$ cat src/rtl/parallel_to_serial.sv
// Word serializer: loads a DATA_LENGTH-bit word on a ready/valid handshake and
// shifts it out one bit per bit_enable strobe, MSB- or LSB-first.
module parallel_to_serial #(
  parameter int DATA_LENGTH = 10
) (
  input  logic                   clk,
  input  logic                   rst,
  input  logic [DATA_LENGTH-1:0] parallel_in,
  input  logic                   load_valid,
  output logic                   load_ready,
  input  logic                   shift_dir,
  input  logic                   bit_enable,
  output logic                   serial_out,
  output logic                   serial_valid,
  output logic                   busy,
  output logic                   done
);

  localparam int CNT_W = $clog2(DATA_LENGTH);
  localparam logic [CNT_W-1:0] CNT_LAST = CNT_W'(DATA_LENGTH - 1);

  typedef enum logic {IDLE, SHIFT} state_t;

  state_t                   state;
  state_t                   state_next;
  logic [DATA_LENGTH-1:0]   shreg;
  logic                     dir;
  logic [CNT_W-1:0]         cnt;
  logic                     load_hs;
  logic                     consume;
  logic                     bit_last;

  assign load_hs  = load_valid && (state == IDLE);
  assign consume  = bit_enable && (state == SHIFT);
  assign bit_last = (cnt == '0);

  always_ff @(posedge clk or posedge rst) begin
    if (rst) state <= IDLE;
    else     state <= state_next;
  end

  always_comb begin
    state_next = state;
    case (state)
      IDLE:    if (load_valid)              state_next = SHIFT;
      SHIFT:   if (bit_enable && bit_last)  state_next = IDLE;
      default:                              state_next = IDLE;
    endcase
  end

  // Outputs depend only on registered state so serial_out never glitches with inputs.
  always_comb begin
    load_ready   = 1'b0;
    busy         = 1'b0;
    serial_valid = 1'b0;
    serial_out   = 1'b0;
    case (state)
      IDLE:  load_ready = 1'b1;
      SHIFT: begin
        busy         = 1'b1;
        serial_valid = 1'b1;
        serial_out   = dir ? shreg[0] : shreg[DATA_LENGTH-1];
      end
      default: load_ready = 1'b1;
    endcase
  end

  always_ff @(posedge clk or posedge rst) begin
    if (rst) begin
      shreg <= '0;
      dir   <= 1'b0;
      cnt   <= '0;
      done  <= 1'b0;
    end else begin
      done <= consume && bit_last;
      if (load_hs) begin
        shreg <= parallel_in;
        dir   <= shift_dir;
        cnt   <= CNT_LAST;
      end else if (consume && !bit_last) begin
        shreg <= dir ? {1'b0, shreg[DATA_LENGTH-1:1]} : {shreg[DATA_LENGTH-2:0], 1'b0};
        cnt   <= cnt - CNT_W'(1);
      end
    end
  end

endmodule

$ cat config.mk
export PLATFORM = sky130hd
export DESIGN_NAME = parallel_to_serial
export DESIGN_NICKNAME = d
export VERILOG_FILES = /design/src/rtl/parallel_to_serial.sv
export SDC_FILE = /design/constraint.sdc
export NUM_CORES = 1
export LEC_CHECK = 0
export ABC_AREA = 1
export CORE_ASPECT_RATIO = 0.8
export CORE_UTILIZATION = 39
export CTS_CLUSTER_DIAMETER = 60
export DETAILED_ROUTE_END_ITERATION = 7
export DONT_BUFFER_PORTS = 1
export PLACE_DENSITY = 0.54
export SLEW_MARGIN = 15
export SYNTH_ARGS = -nofsm -noshare
export SYNTH_HDL_FRONTEND = slang
export SYNTH_SLANG_ARGS = --single-unit
$ cat constraint.sdc
create_clock -name clk -period 3.4 [get_ports clk]
set_input_delay 0.68 -clock clk [delete_from_list [all_inputs] [get_ports clk]]
set_output_delay 0.68 -clock clk [all_outputs]
set_load 0.05 [all_outputs]
==> impl_metrics.tcl <==
set metrics [dict create \
    diodes 0 \
    syn_area_um2 1030 \
    min_path_type "in -> async" \
    slew_viol_final 0 \
    synth_cell_types 22 \
    critPathLaunchType "flop" \
    cts_hold_buf 0 \
    worst_hold_slack_ns 0.352 \
    antenna_found_initial 0 \
    via_per_inst 4.80 \
    drive_gt1_frac 0.0949 \
    die-area_um2 2860 \
    maxCapViolations 0 \
    netlist_instances 138 \
    cts_setup_buffers 0 \
    cts_sinks 17 \
    routedWlPerCell_um 12.1 \
    numCtsBuffers 3 \
    worst_pin_slew_ns 0.665 \
    die_h_um 48.0 \
    grt_max_degree 33 \
    syn_area_per_cell_um2 7.48 \
    endpoint_kind "output pin" \
    grt_use_met1 0.211 \
    cts_resized 0 \
    vias 831 \
    fin_nets 155 \
    outcome "completed" \
    r2r_cells 8 \
    row_count 16 \
    design_area_um2 1050 \
    place_area_um2 1030 \
    remaining_drc_errors 0 \
    grtUsageMet2 0.229 \
    die_width_um 59.5 \
    ys_seq_area_frac 0.412 \
    cts.clk_slew.worst_paths_ns 0.10 \
    tns_ns 0 \
    grt_overflow 0 \
    cp.arrival_ns 1.39 \
    core_um2 2480 \
    skew_ns 0.00192 \
    gp_congestion 0.802 \
    ir_worst_vdd_v 0.000257 \
    firstDrtPassIters 4 \
    finalSetupViolCount 0 \
    cts_root_buf "clkbuf_4" \
    post-dp-hpwl_um 1420 \
    grtUsageMet3 0.0676 \
    syn2layout_area_growth_pct 2.06 \
    worst_ep_required_time_ns 2.72 \
    yosys_warnings 0 \
    grt_usage 0.154 \
    top_usage_layer "met2" \
    timing.final.crit_share 0.610 \
    slew_headroom 0.556 \
    syn-num-nets 155 \
    grt_pass1_wl_um 3130 \
    layout_min_cycle_time_ns 2.07 \
    max_freq_mhz 482 \
    ys_seq_elements 17 \
    cp_max_fo 13 \
    drt-total-wl_um 2090 \
    clock_latency_ns 0.30 \
    grt_pass1_vias 701 \
    grt_setup_unrepaired "no" \
    leakage_uw 0.000569 \
    power_uw 1030 \
    pwr_density_cell_nw_per_um2 974 \
    hold_viol 0 \
    portBuffers 0 \
    ant_nets 0 \
    clk_path_buf_depth 2 \
    ios 20 \
    path_class "reg -> out" \
    first_iter_violations 45 \
    initial_core_util 0.416 \
    h-tree-depth 1 \
    cts_tree "done" \
]
[cells by family after synthesis]
family                   count (synthesis)  share of synthesized area
flip-flops                              17                      0.412
buffers and inverters                   20                      0.111
AND/OR/NAND/NOR                         91                      0.408
XOR/XNOR                                 1                    0.00849
adder cells (fa/ha/maj)                  2                     0.0242
AO/OA/AOI/OAI                            7                     0.0351
[power breakdown]
group	switching [uW]	internal (uW)
Sequential	82.9	285
Combinational	375	170
Clock	67.2	45.7
Total	525	501
[sequential cells by signal, summed over array words and instances (netlist names)]
register / count
dir: 1
shreg: 10
state: 1
cnt: 4
done: 1
[through the flow]
step / worst slack [ns] / util / cells
5_1_grt: 1.24 / 0.424 / 173
3_5_place_dp: 1.63 / 0.414 / 169
6_report: 1.33 / 0.424 / 173
2_1_floorplan: 1.09 / - / 138
3_3_place_gp: 1.63 / 0.414 / 169
4_1_cts: 1.33 / 0.424 / 173
[cell usage in the layout, fill, tap and decap left out, drive strengths merged]
master | Yosys | layout
a21oi | 1 | 1
buf | 7 | 2
clkbuf | 0 | 4
clkinv | 2 | 2
dfrtp | 17 | 17
ha | 2 | 2
inv | 11 | 11
nand2 | 53 | 53
nand3 | 30 | 30
nor2 | 3 | 3
o21ai | 5 | 5
o22ai | 1 | 1
or2 | 5 | 5
xor2 | 1 | 1
[final cells by class]
type	count	area, um^2
Sequential cell	17	425
Tap cell	36	45.0
Multi-Input combinational cell	101	492
Fill cell	265	1430
Clock buffer	4	26.3
Inverter	13	50.0
Timing Repair Buffer	2	15.0
[worst max-delay path, stage by stage, from the launching register on]
cell,delay [ns]
dfrtp_1,0.58
o21ai_0,0.16
a21oi_1,0.14
buf_4,0.22
[synth_stat cells (all sizes together)]
library cell,instances,share of area
nand3,30,0.15
or2,5,0.030
nor2,3,0.011
xor2,1,0.0085
nand2,53,0.22
inv,11,0.040
ha,2,0.024
a21oi,1,0.0048
clkinv,2,0.0085
o21ai,5,0.024
buf,7,0.063
o22ai,1,0.0061
dfrtp,17,0.41
[path summary, 6_finish.rpt]
path	end	from	slack, ns
max	serial_out	dir	1.33
min reg2reg	cnt[0]	cnt[0]	0.51
min in group clk	cnt[0]	cnt[0]	0.51
max reg2reg	shreg[0]	state	1.62
max in group asynchronous	cnt[0]	rst	2.62
min	done	rst	0.35
[per-layer routing]
metal / part of all wire / vias to the layer above
met5: 0 / -
met4: 0.0038 / 0
met3: 0.065 / 2
met2: 0.40 / 19
met1: 0.53 / 375
li1: - / 435
(Power assumes the default switching activity.)
